==> src/rtl/la_ram_write_arbiter_if.sv <==
//------------------------------------------------------------------------------
// la_ram_write_arbiter_if
//
// Bundles the client write streams and the memory-controller write port of
// the logic-analyzer DRAM write arbiter.
//
// Signals:
//   wr_en        per-channel write request (level, held until acked)
//   wr_addr      flattened client addresses, channel i at [i*ADDR_WIDTH +: ADDR_WIDTH]
//   wr_data      flattened client data, channel i at [i*DATA_WIDTH +: DATA_WIDTH]
//   wr_ack       per-channel one-cycle capture pulse
//   mem_wr_en    write valid towards the memory controller
//   mem_wr_addr  write address towards the memory controller
//   mem_wr_data  write data towards the memory controller
//   mem_wr_ready controller accepts the beat when high together with mem_wr_en
//   mem_wr_chan  source channel of the beat currently presented
//
// Modports:
//   master  environment side: capture clients plus memory controller
//   slave   arbiter side
//------------------------------------------------------------------------------
interface la_ram_write_arbiter_if #(
  parameter int NUM_CH     = 4,
  parameter int ADDR_WIDTH = 29,
  parameter int DATA_WIDTH = 128,
  parameter int CHAN_WIDTH = $clog2(NUM_CH)
);

  logic [NUM_CH-1:0]            wr_en;
  logic [NUM_CH*ADDR_WIDTH-1:0] wr_addr;
  logic [NUM_CH*DATA_WIDTH-1:0] wr_data;
  logic [NUM_CH-1:0]            wr_ack;
  logic                         mem_wr_en;
  logic [ADDR_WIDTH-1:0]        mem_wr_addr;
  logic [DATA_WIDTH-1:0]        mem_wr_data;
  logic                         mem_wr_ready;
  logic [CHAN_WIDTH-1:0]        mem_wr_chan;

  modport master (
    output wr_en,
    output wr_addr,
    output wr_data,
    output mem_wr_ready,
    input  wr_ack,
    input  mem_wr_en,
    input  mem_wr_addr,
    input  mem_wr_data,
    input  mem_wr_chan
  );

  modport slave (
    input  wr_en,
    input  wr_addr,
    input  wr_data,
    input  mem_wr_ready,
    output wr_ack,
    output mem_wr_en,
    output mem_wr_addr,
    output mem_wr_data,
    output mem_wr_chan
  );

endinterface

==> src/rtl/la_ram_write_arbiter.sv <==
//------------------------------------------------------------------------------
// la_ram_write_arbiter
//
// Merges NUM_CH logic-analyzer capture write streams onto a single
// memory-controller write port in the clk_ram domain. Arbitration is
// round-robin with a burst hold of up to MAX_BURST consecutive beats per
// channel, channels can be masked out with chan_enable, and every channel
// has a saturating accepted-beat counter for capture diagnostics.
//
// Ports:
//   clk_ram      sole clock
//   rst_n        asynchronous active-low reset
//   chan_enable  per-channel arbitration eligibility
//   bus          client streams + memory write port (slave modport)
//   stats_clear  synchronous clear of all beat counters (wins over increment)
//   beat_count   flattened saturating counters, channel i at [i*CNT_WIDTH +: CNT_WIDTH]
//
// Operating states follow directly from the output register:
//   IDLE   mem_wr_en=0
//   HOLD   mem_wr_en=1 while mem_wr_ready=0, beat frozen
//   STREAM beat accepted and a new one loaded in the same cycle
//------------------------------------------------------------------------------
module la_ram_write_arbiter #(
  parameter int NUM_CH     = 4,
  parameter int ADDR_WIDTH = 29,
  parameter int DATA_WIDTH = 128,
  parameter int MAX_BURST  = 8,
  parameter int CNT_WIDTH  = 32
) (
  input  logic                        clk_ram,
  input  logic                        rst_n,
  input  logic [NUM_CH-1:0]           chan_enable,
  la_ram_write_arbiter_if.slave       bus,
  input  logic                        stats_clear,
  output logic [NUM_CH*CNT_WIDTH-1:0] beat_count
);

  localparam int               CHAN_WIDTH  = $clog2(NUM_CH);
  localparam logic [7:0]       MAX_BURST_C = 8'(MAX_BURST);
  localparam logic [CHAN_WIDTH-1:0] LAST_CH = CHAN_WIDTH'(NUM_CH - 1);
  localparam logic [CNT_WIDTH-1:0]  CNT_MAX = {CNT_WIDTH{1'b1}};

  // Combinational arbitration signals
  logic [NUM_CH-1:0]     eligible_s;
  logic                  load_s;
  logic                  accept_s;
  logic                  keep_owner_s;
  logic [CHAN_WIDTH-1:0] sel_s;
  logic [7:0]            burst_next_s;
  logic [ADDR_WIDTH-1:0] sel_addr_s;
  logic [DATA_WIDTH-1:0] sel_data_s;

  // Output register and arbitration state
  logic                  mem_wr_en_r;
  logic [ADDR_WIDTH-1:0] mem_wr_addr_r;
  logic [DATA_WIDTH-1:0] mem_wr_data_r;
  logic [CHAN_WIDTH-1:0] mem_wr_chan_r;
  logic [CHAN_WIDTH-1:0] owner_r;
  logic [7:0]            burst_cnt_r;
  logic [NUM_CH-1:0][CNT_WIDTH-1:0] beat_cnt_r;

  assign eligible_s = bus.wr_en & chan_enable;
  assign accept_s   = mem_wr_en_r & bus.mem_wr_ready;

  // A new beat may enter the output register when it is empty or draining.
  // rst_n gates the load so no ack can escape while reset is held.
  assign load_s = rst_n & (~mem_wr_en_r | bus.mem_wr_ready) & (|eligible_s);

  // Burst hold: burst_cnt_r==0 means no channel holds ownership yet (after
  // reset), so the first grant comes from the rotating scan starting at ch0.
  assign keep_owner_s = eligible_s[owner_r] &
                        (burst_cnt_r != 8'd0) &
                        (burst_cnt_r < MAX_BURST_C);

  // Channel selection: keep the owner inside its burst budget, otherwise scan
  // owner+1 .. owner+NUM_CH so the owner is considered last.
  always_comb begin
    int   idx_v;
    logic found_v;
    sel_s        = owner_r;
    burst_next_s = 8'd1;
    idx_v        = 0;
    found_v      = 1'b0;
    if (keep_owner_s) begin
      sel_s        = owner_r;
      burst_next_s = burst_cnt_r + 8'd1;
    end else begin
      for (int k = 1; k <= NUM_CH; k++) begin
        idx_v = (int'(owner_r) + k) % NUM_CH;
        if (!found_v && eligible_s[idx_v]) begin
          sel_s   = CHAN_WIDTH'(idx_v);
          found_v = 1'b1;
        end else begin
          found_v = found_v;
        end
      end
    end
  end

  // Address/data multiplexer for the selected channel
  always_comb begin
    sel_addr_s = {ADDR_WIDTH{1'b0}};
    sel_data_s = {DATA_WIDTH{1'b0}};
    for (int i = 0; i < NUM_CH; i++) begin
      if (sel_s == CHAN_WIDTH'(i)) begin
        sel_addr_s = bus.wr_addr[i*ADDR_WIDTH +: ADDR_WIDTH];
        sel_data_s = bus.wr_data[i*DATA_WIDTH +: DATA_WIDTH];
      end else begin
        sel_addr_s = sel_addr_s;
        sel_data_s = sel_data_s;
      end
    end
  end

  // Capture acknowledge: one-hot on the selected channel in the load cycle
  always_comb begin
    bus.wr_ack = {NUM_CH{1'b0}};
    if (load_s) begin
      bus.wr_ack[sel_s] = 1'b1;
    end else begin
      bus.wr_ack = {NUM_CH{1'b0}};
    end
  end

  // Output register, ownership and burst tracking
  always_ff @(posedge clk_ram or negedge rst_n) begin
    if (!rst_n) begin
      mem_wr_en_r   <= 1'b0;
      mem_wr_addr_r <= {ADDR_WIDTH{1'b0}};
      mem_wr_data_r <= {DATA_WIDTH{1'b0}};
      mem_wr_chan_r <= {CHAN_WIDTH{1'b0}};
      owner_r       <= LAST_CH;
      burst_cnt_r   <= 8'd0;
    end else if (load_s) begin
      mem_wr_en_r   <= 1'b1;
      mem_wr_addr_r <= sel_addr_s;
      mem_wr_data_r <= sel_data_s;
      mem_wr_chan_r <= sel_s;
      owner_r       <= sel_s;
      burst_cnt_r   <= burst_next_s;
    end else if (accept_s) begin
      // Beat drained with nothing to replace it; payload left as is
      mem_wr_en_r   <= 1'b0;
    end else begin
      mem_wr_en_r   <= mem_wr_en_r;
    end
  end

  // Saturating per-channel accepted-beat counters; clear wins over increment
  always_ff @(posedge clk_ram or negedge rst_n) begin
    if (!rst_n) begin
      beat_cnt_r <= {(NUM_CH*CNT_WIDTH){1'b0}};
    end else begin
      for (int i = 0; i < NUM_CH; i++) begin
        if (stats_clear) begin
          beat_cnt_r[i] <= {CNT_WIDTH{1'b0}};
        end else if (accept_s && (mem_wr_chan_r == CHAN_WIDTH'(i)) &&
                     (beat_cnt_r[i] != CNT_MAX)) begin
          beat_cnt_r[i] <= beat_cnt_r[i] + {{(CNT_WIDTH-1){1'b0}}, 1'b1};
        end else begin
          beat_cnt_r[i] <= beat_cnt_r[i];
        end
      end
    end
  end

  assign bus.mem_wr_en   = mem_wr_en_r;
  assign bus.mem_wr_addr = mem_wr_addr_r;
  assign bus.mem_wr_data = mem_wr_data_r;
  assign bus.mem_wr_chan = mem_wr_chan_r;
  assign beat_count      = beat_cnt_r;

endmodule

==> src/flat_wrapper.sv <==
// flat-port wrapper written by rule: the top's interface ports become plain ports
module la_ram_write_arbiter_flat 
#(
  parameter int NUM_CH     = 4,
  parameter int ADDR_WIDTH = 29,
  parameter int DATA_WIDTH = 128,
  parameter int MAX_BURST  = 8,
  parameter int CNT_WIDTH  = 32
)
  (clk_ram, rst_n, chan_enable, stats_clear, beat_count, bus_wr_en, bus_wr_addr, bus_wr_data, bus_mem_wr_ready, bus_wr_ack, bus_mem_wr_en, bus_mem_wr_addr, bus_mem_wr_data, bus_mem_wr_chan);
  la_ram_write_arbiter_if #(.NUM_CH(NUM_CH), .ADDR_WIDTH(ADDR_WIDTH), .DATA_WIDTH(DATA_WIDTH)) bus_i ();
  input  logic clk_ram;
  input  logic rst_n;
  input  logic [NUM_CH-1:0] chan_enable;
  input  logic stats_clear;
  output logic [NUM_CH*CNT_WIDTH-1:0] beat_count;
  input wire logic [$bits(bus_i.wr_en)-1:0] bus_wr_en;
  input wire logic [$bits(bus_i.wr_addr)-1:0] bus_wr_addr;
  input wire logic [$bits(bus_i.wr_data)-1:0] bus_wr_data;
  input wire logic [$bits(bus_i.mem_wr_ready)-1:0] bus_mem_wr_ready;
  output wire logic [$bits(bus_i.wr_ack)-1:0] bus_wr_ack;
  output wire logic [$bits(bus_i.mem_wr_en)-1:0] bus_mem_wr_en;
  output wire logic [$bits(bus_i.mem_wr_addr)-1:0] bus_mem_wr_addr;
  output wire logic [$bits(bus_i.mem_wr_data)-1:0] bus_mem_wr_data;
  output wire logic [$bits(bus_i.mem_wr_chan)-1:0] bus_mem_wr_chan;
  assign bus_i.wr_en = bus_wr_en;
  assign bus_i.wr_addr = bus_wr_addr;
  assign bus_i.wr_data = bus_wr_data;
  assign bus_i.mem_wr_ready = bus_mem_wr_ready;
  assign bus_wr_ack = bus_i.wr_ack;
  assign bus_mem_wr_en = bus_i.mem_wr_en;
  assign bus_mem_wr_addr = bus_i.mem_wr_addr;
  assign bus_mem_wr_data = bus_i.mem_wr_data;
  assign bus_mem_wr_chan = bus_i.mem_wr_chan;
  la_ram_write_arbiter #(.NUM_CH(NUM_CH), .ADDR_WIDTH(ADDR_WIDTH), .DATA_WIDTH(DATA_WIDTH), .MAX_BURST(MAX_BURST), .CNT_WIDTH(CNT_WIDTH)) u_core (.clk_ram(clk_ram), .rst_n(rst_n), .chan_enable(chan_enable), .bus(bus_i), .stats_clear(stats_clear), .beat_count(beat_count));
endmodule
==> config.mk <==
export PLATFORM = sky130hd
export DESIGN_NAME = la_ram_write_arbiter_flat
export DESIGN_NICKNAME = d
export VERILOG_FILES = /design/src/rtl/la_ram_write_arbiter_if.sv /design/src/rtl/la_ram_write_arbiter.sv /design/src/flat_wrapper.sv
export SDC_FILE = /design/constraint.sdc
export NUM_CORES = 1
export LEC_CHECK = 0
export BUFFER_PORTS_ARGS = -buffer_cell sky130_fd_sc_hd__buf_2
export CAP_MARGIN = 10
export CORE_AREA = 3 3 362 364
export DETAILED_ROUTE_END_ITERATION = 8
export DIE_AREA = 0 0 365 367
export GPL_ROUTABILITY_DRIVEN = 0
export GPL_TIMING_DRIVEN = 0
export PLACE_DENSITY = 0.36
export SLEW_MARGIN = 20
export SYNTH_ARGS = -nofsm -noshare
export SYNTH_HDL_FRONTEND = slang
export SYNTH_SLANG_ARGS = --single-unit
==> constraint.sdc <==
create_clock -name clk_ram -period 7.6 [get_ports clk_ram]
set_clock_uncertainty 0.15 [all_clocks]
set_input_delay 1.52 -clock clk_ram [delete_from_list [all_inputs] [get_ports clk_ram]]
set_output_delay 1.52 -clock clk_ram [all_outputs]
set_load 0.01 [all_outputs]
# Word level (Yosys, flattened, before mapping)
# Cells that the tools add are included.
# classes
addsub,9
magnitude_cmp,8
n_eq_ne,10
muxes,47
bitwise_logic,12
n_reduce_logical,28
# op_table
cell,count
2-to-1 mux 128 bit,4
2-to-1 mux 32 bit,8
adder 32 x 1 -> 32 bit (second input constant),4
inequality test 32 bit (second input constant),4
2-to-1 mux 29 bit,4
2-to-1 mux 1 bit,18
< comparator 3 x 4 -> 1 bit (second input constant),4
logical AND 1 bit,12
binary-select mux 1 bit (select 2 bit),5
2-to-1 mux 2 bit,5
nonzero test 2 bit,5
adder 8 x 1 -> 8 bit (second input constant),1
== test 2 bit (second input constant),4
< comparator 8 x 4 -> 1 bit (second input constant),1
2-to-1 mux 8 bit,1
nonzero test 8 bit,1
OR reduction 2 bit,4
< comparator 2 x 3 -> 1 bit (second input constant),2
bitwise AND 1 bit,5
adder 2 x 1 -> 2 bit (second input constant),2
adder 2 bit (second input constant),2
bitwise AND 1 bit (first input constant),4
bitwise AND 4 bit,1
== test 2 x 1 -> 1 bit (second input constant),2
other kinds (8),11
# totals
ff_bits,298
in_bits,640

# Longest topological paths before layout
# Gate-level depths: netlist (run 1).
# logic_depth
depth_word,25
mapped_depth,11

# Least setup slack after synthesis (run 1)
# OpenSTA, ideal clock, no wires.
# synth_path
kind,input to output
startpoint,input bus_wr_en[0]
endpoint,output bus_wr_ack[0]
arrival_time_ps,3190
required_time_ps,5930
slack_ps,2740
stages,7
path_cell_list,and2_1 > mux4_2 > a221oi_2 > o31ai_1 > buf_2 > buf_1 > nor2_1
# synth_via
elab_chain_cells,23
elab_cells_between_ends,42
classes_between,order compare (2); mux (28); bitwise (4); reduce/logical (8)
# synth_lines
element,line,rtl
from (decl),flat_wrapper.sv:17,input wire logic [$bits(bus_i.wr_en)-1:0] bus_wr_en;
bitwise AND 4 bit (*),la_ram_write_arbiter.sv:62,assign eligible_s = bus.wr_en & chan_enable;
binary-select mux 1 bit (select 2 bit),la_ram_write_arbiter.sv:90,if (!found_v && eligible_s[idx_v]) begin
2-to-1 mux 1 bit (not written as such) (2 in series),la_ram_write_arbiter.sv:90,
2-to-1 mux 1 bit,la_ram_write_arbiter.sv:90,
2-to-1 mux 1 bit,la_ram_write_arbiter.sv:84,if (keep_owner_s) begin
zero test 1 bit,la_ram_write_arbiter.sv:90,
logical AND 1 bit,la_ram_write_arbiter.sv:90,
2-to-1 mux 1 bit,la_ram_write_arbiter.sv:90,
[... 6 more ...],-,
logical AND 1 bit,la_ram_write_arbiter.sv:90,
2-to-1 mux 2 bit,la_ram_write_arbiter.sv:90,
2-to-1 mux 2 bit,la_ram_write_arbiter.sv:84,
< comparator 2 x 3 -> 1 bit (not written as such) / >= comparator 2 x 1 -> 1 bit (equally long branches),la_ram_write_arbiter.sv:119,bus.wr_ack[sel_s] = 1'b1;
logical AND 1 bit (not written as such),la_ram_write_arbiter.sv:119,
2-to-1 mux 1 bit (not written as such),la_ram_write_arbiter.sv:119,
demux 1 bit (select 2 bit),-,
2-to-1 mux 4 bit (*),la_ram_write_arbiter.sv:118,if (load_s) begin
to (decl),flat_wrapper.sv:21,output wire logic [$bits(bus_i.wr_ack)-1:0] bus_wr_ack;
# Every way passes the cells marked *; elsewhere a longest branch is shown, timed or not. The select of a mux whose other input is x is not followed.

# Final worst setup path (run 1)
# layout_path
startpoint,input bus_wr_en[3]
endpoint,output bus_wr_ack[0]
# Same word-level chain as after synthesis.

==> flow_summary.toml, run 1 <==
[status]
outcome = "completed"

[cts]
clock_sinks = 298
cts_resized = 0
cts_setup_buffers = 0
clockRootBuffer = "clkbuf_16"
clk_pin_slew_ns = 0.05
cts_tree = "yes"
numCtsBuffers = 46
clkLatencyLatePin_ns = 0.60
ctsHtreeMaxLevel = 2
cts_max_path_buffers = 3
cts_hold_buffers = 0

[routing]
ant_nets = 0
wl_per_cell_um = 26.2
via_per_inst = 4.52
drt_iter0_markers = 1882
dr.pass1.iters = 5
routed_wl_um = 143000
route.detailed.drc = 0
routed-via-count = 24700

[worst_setup_path]
worst_path_max_delay_cell = "xnor2_2"
critPathTopFamily = "buffers and inverters"
worst-path-max-fanout = 10
reg2reg_depth = 9
cp_slowest_stage_delay_ns = 0.77
critPathArrivalTime_ns = 4.37
cp_cell_sequence = "buf_2 -> and3_1 -> o21ai_1 -> o211ai_2 -> xnor2_2 -> buf_4 -> buf_4 -> nor2_1 -> buf_2"
path_class = "input port to output port"
required_ns = 5.93
crit_buf_inv = 4
crit_cells = 9
critPathLaunchType = "input port"
cp-end-kind = "output port"

[logic_synthesis]
ys_types = 60
synth_edf_count = 0
synthesis.area_um2 = 21100
syn-num-nets = 3366
synth_cells = 2720
synthTopCellsByArea = "dfrtp_1 (35%), nand2b_1 (9.5%), a21oi_1 (8.1%), mux2i_1 (7.6%), nand2_1 (6.6%)"
synth_warnings = 0
synth_ff_type = "dfrtp_1"
ys_ff_latch = 298
synth.top_cell.area_share_pct = 35.1
ys_seq_area_share_pct = 35.4
postSynthAreaPerCell_um2 = 7.75
synth_common_cells = "nand2_1 (371), a21oi_1 (342), nand2b_1 (319)"
yosysTopAreaCell = "dfrtp_1"
synth-async-reset-ratio_pct = 100
yosysMostFrequentCell = "nand2_1"

[layout]
area_delta_synth_final_pct = 40.8
nets = 4352
drive_above_1_share_pct = 29.0

[sta]
final-max-slew-violation-count = 0
post-route-period-util_pct = 79.5
holdWs_ns = 0.375
setup-violations-final = 0
rsz0062_at_grt = "no"
worst-slew-pin-transition_ns = 1.08
post-route-min-period_ns = 6.04
hold_violations = 0
timing.slew.headroom_pct = 27.9
setup-tns-final_ns = 0
fmax_mhz = 165

[global_routing]
antenna_found_initial = 128
grt_remaining_overflow = 0
grt_pass1_vias = 24700
grt_max_degree = 78
track_usage_pct = 20.5
grt_pass1_wl_um = 196000

[worst_hold_path]
min_path_type = "flop to flop"
hold-path-cell-count = 2

[die]
die_h_um = 367
die_area_um2 = 134000
core_region_area_um2 = 128000
rows = 131
pin_count = 932
start_util_pct = 16.5
dieWidth_um = 365

[pwr]
ir_worst_vdd_mv = 0.151
leakagePower_uw = 0.0132
powerDensity_nw_per_um2 = 356

[place]
io_buffer_count = 931
hpwl_um = 117000

[flow_run]
drv_cap = 0
area by class of cell:
class,count,area [um2]
antenna,60,150
buffer,204,868
clock buffer,67,1390
clock inverter,17,149
fill,14400,98000
inverter,14,52.6
multi-input combinational,2204,12700
sequential,298,7460
tap,1662,2080
timing repair buffer,938,4810
cells in the final DEF, fill, tap and decap left out, types with 26 or more instances in the layout:
master	instances
nand2_1	371
nand3_1	47
nor2_1	298
a21oi_1	342
buf_2	951
nor3_1	191
clkbuf_1	161
xnor2_1	82
xor2_1	26
mux2i_1	161
a211oi_1	163
dfrtp_1	296
nand2b_1	319
diode_2	60
clkbuf_16	47
nand4_1	37
logic make-up (layout without fill, tap and decap cells):
logic type / Yosys count / count (layout) / synth area share (%)
other cells: 0 / 60 / 0
simple gates: 1372 / 1372 / 31.9
mux: 166 / 166 / 8.01
buf+inv: 218 / 1240 / 4.34
fa+ha+maj: 6 / 6 / 0.356
compound gates: 551 / 551 / 15.5
xor+xnor: 109 / 109 / 4.56
flops: 298 / 298 / 35.4
worst paths after layout:
kind	startpoint	to	slack, ns
worst max-delay path	bus_wr_en[3]	bus_wr_ack[0]	1.56
max in group asynchronous	rst_n	u_core.bus.mem_wr_data[62]	5.45
min in group asynchronous	rst_n	u_core.beat_count[10]	0.65
worst min register to register	u_core.burst_cnt_r[7]	u_core.burst_cnt_r[7]	0.38
worst min-delay path	u_core.burst_cnt_r[7]	u_core.burst_cnt_r[7]	0.38
worst max register to register	u_core.owner_r[1]	u_core.bus.mem_wr_data[18]	3.23
metal layers:
layer  track usage, %  share of wire, %
met1             23.7                39
met4             6.55               3.1
met5                0              0.14
met3             5.59               7.3
met2             36.6                50
metrics by stage:
stage / cell area, um2 / util (%) / setup WS, ns / power (uW) / instances
4_1_cts: 29500 / 23.1 / 1.43 / 10800 / 5404
2_1_floorplan: 21100 / - / 2.74 / 5720 / 2720
3_5_place_dp: 28000 / 21.9 / 1.44 / 8440 / 5320
6_report: 29700 / 23.3 / 1.56 / 10600 / 5464
3_3_place_gp: 27800 / 21.8 / -4.86 / 8420 / 5313
5_1_grt: 29600 / 23.2 / 1.37 / 11300 / 5429
registers in the layout, indices dropped and copies added (netlist names):
| name | count |
|---|---|
| u_core.beat_count | 128 |
| u_core.burst_cnt_r | 8 |
| u_core.bus.mem_wr_addr | 29 |
| u_core.bus.mem_wr_chan | 2 |
| u_core.bus.mem_wr_data | 128 |
| u_core.bus.mem_wr_en | 1 |
| u_core.owner_r | 2 |
where the power goes:
part | total, uW | switching (uW) | internal, uW
combinational | 6020 | 3900 | 2120
sequential | 2330 | 293 | 2030
clock | 2240 | 910 | 1330
tightest hold or removal path, cell delays in order, from the launching register on:
cell and delay (ns):
dfrtp_1 0.36, a31oi_1 0.05, nor2_1 0.08
Note: power is estimated with default switching activity, not from simulation.
==> run 2, diff against run 1 <==
Settings changed: ABC_AREA set to 1, CORE_AREA 3 3 362 364 to 3 3 363 365, DIE_AREA 0 0 365 367 to 0 0 366 368.
Clock period 7.6 ns to 6.1 ns, I/O delays scaled along.
==> run 2 against run 1 <==
Effect of this change: register-to-register slack got worse by 1.1 ns; clock-buffer cell count is 3 lower; clock power is 30% higher; die area rose by 0.55%; synthesized area increased by 0.15%; flip-flop and latch count is the same; critical path depth rose by 1; total power up 82%.
==> flow_summary.toml, run 2 <==
[cts]
cts_hold_buffers = 0
clk_pin_slew_ns = 0.06
cts_resized = 0
cts_max_path_buffers = 3
ctsHtreeMaxLevel = 2
clkLatencyLatePin_ns = 0.65
numCtsBuffers = 47
clock_sinks = 298
cts_setup_buffers = 0
cts_tree = "yes"
clockRootBuffer = "clkbuf_16"

[place]
hpwl_um = 136000
io_buffer_count = 930

[sta]
setup-violations-final = 0
final-max-slew-violation-count = 0
worst-slew-pin-transition_ns = 1.07
post-route-min-period_ns = 5.85
timing.slew.headroom_pct = 28.6
post-route-period-util_pct = 95.8
rsz0062_at_grt = "no"
hold_violations = 0
fmax_mhz = 171
setup-tns-final_ns = 0

[worst_setup_path]
r2r-start = "u_core.owner_r[0]"
r2r-end = "u_core.bus.mem_wr_data[29]"
required_ns = 4.73
cp-end-kind = "output port"
path_class = "input port to output port"
critPathLaunchType = "input port"
reg2reg_depth = 16
critPathArrivalTime_ns = 4.48
r2r_slack_ns = 2.12
crit_start = "rst_n"
worst-path-max-fanout = 77

[global_routing]
grt_remaining_overflow = 0
grt_use_met2_pct = 37.3
grt_pass1_wl_um = 218000
grt_pass1_vias = 27200
grt_use_met1_pct = 28.2
track_usage_pct = 23.0
grt_use_met3_pct = 7.28
gr-max-usage-layer = "met2"
grt_max_degree = 84
antenna_found_initial = 119

[pwr]
powerDensity_nw_per_um2 = 647
power.share.clock_pct = 15.1
pwr-share-comb_pct = 69.7
power.switching_uw = 11200
ir_worst_vdd_mv = 0.308
leakagePower_uw = 0.0146
pwr-share-seq_pct = 15.1
swShare_pct = 58.2
internal_power_uw = 8060

[logic_synthesis]
yosysTopAreaCell = "dfrtp_1"
ys_types = 39
ys_seq_area_share_pct = 35.3
synthTopCellsByArea = "dfrtp_1 (35%), nand3_1 (12%), nand2_1 (12%), inv_1 (7.4%), nor2_1 (7.4%)"
synthesis.area_um2 = 21100
synth_ff_type = "dfrtp_1"
yosysMostFrequentCell = "nand2_1"
synth_edf_count = 0
synth_cells = 3253
syn-num-nets = 3899
synth-async-reset-ratio_pct = 100
postSynthAreaPerCell_um2 = 6.49
synth.top_cell.area_share_pct = 35.1
synth_warnings = 0
ys_ff_latch = 298
synth_common_cells = "nand2_1 (661), nand3_1 (505), inv_1 (419)"

[routing]
drt_iter0_markers = 2442
via_per_inst = 4.57
wl_per_cell_um = 26.7
routed_wl_um = 162000
dr.pass1.iters = 5
ant_nets = 0
route.detailed.drc = 0
routed-via-count = 27700

[layout]
fin_util_pct = 23.1
mostFrequentLayoutCells = "buf_2 (1041), nand2_1 (661), nand3_1 (505)"
final_common_cell = "buf_2"
nFillCells = 15200
area_delta_synth_final_pct = 41.2
drive_above_1_share_pct = 27.8
nets = 4883

[die]
dieWidth_um = 366
die_area_um2 = 135000
rows = 132
start_util_pct = 16.4
die_h_um = 368
core_region_area_um2 = 129000
pin_count = 932

[status]
outcome = "completed"

[flow_run]
drv_cap = 0

[worst_hold_path]
min_path_type = "input port to asynchronous set/reset pin"
-- run 2: per-layer routing --
layer  vias to the layer above  part of all wire, %
li1                      12700                    -
met3                       318                  9.4
met2                      1274                   45
met4                        34                  4.9
met5                         -                 0.14
met1                     13300                   40
-- run 2: cell families (layout without fill, tap and decap cells) --
logic type      after synthesis  in the layout  share of synthesized area (%)
simple gates               1915           1915                           40.5
buf+inv                     640           1659                           12.9
compound gates              348            348                           8.96
flops                       298            298                           35.3
xor+xnor                     46             46                           1.91
fa+ha+maj                     6              6                          0.355
other cells                   0             51                              0
-- run 2: how the worst max path moves through the flow --
stage	cells after the start	end
floorplan	16	bus_wr_ack[3]
global placement	8	bus_wr_ack[3]
detailed placement	10	bus_wr_ack[3]
CTS	10	bus_wr_ack[3]
global route	10	bus_wr_ack[3]
finish	10	bus_wr_ack[3]
-- run 2: area by class of cell --
| type | count | area [um2] | area share [%] |
|---|---|---|---|
| diodes | 51 | 128 | 0.428 |
| inverters | 425 | 1600 | 5.37 |
| clock buffers | 64 | 1310 | 4.39 |
| multi-input cells | 2315 | 10900 | 36.7 |
| flip-flops and latches | 298 | 7460 | 25.0 |
| repair buffers | 935 | 4780 | 16.0 |
| plain buffers | 215 | 1130 | 3.81 |
| clock inverters | 20 | 285 | 0.957 |
| well taps | 1742 | 2180 | 7.31 |
-- run 2: worst max-delay path, cell delays in order --
cell	delay, ns
buf_8	0.17
buf_16	0.35
inv_1	0.10
nor3_2	0.19
buf_4	0.21
clkbuf_2	0.47
clkbuf_1	0.61
nand2_1	0.57
a21oi_1	0.26
buf_2	0.19
-- run 2: power groups by stage --
stage	clock [uW]	sequential (uW)	combinational [uW]
finish	2920	2920	13500
global route	3090	2980	14500
CTS	3030	2910	13400
detailed placement	0	2930	13400
global placement	0	2930	13300
floorplan	0	3130	7390
-- run 2: metrics by stage --
stage          setup WS [ns]  area (um2)  total power, uW  hold slack, ns  instances
6_report               0.254       29800            19300           0.250       6065
2_1_floorplan           2.06       21100            10500           0.310       3253
3_3_place_gp           -6.77       28000            16300           0.323       5925
3_5_place_dp          0.0944       28100            16300           0.332       5930
4_1_cts               0.0808       29700            19300           0.180       6014
5_1_grt              0.00185       29800            20600           0.204       6045
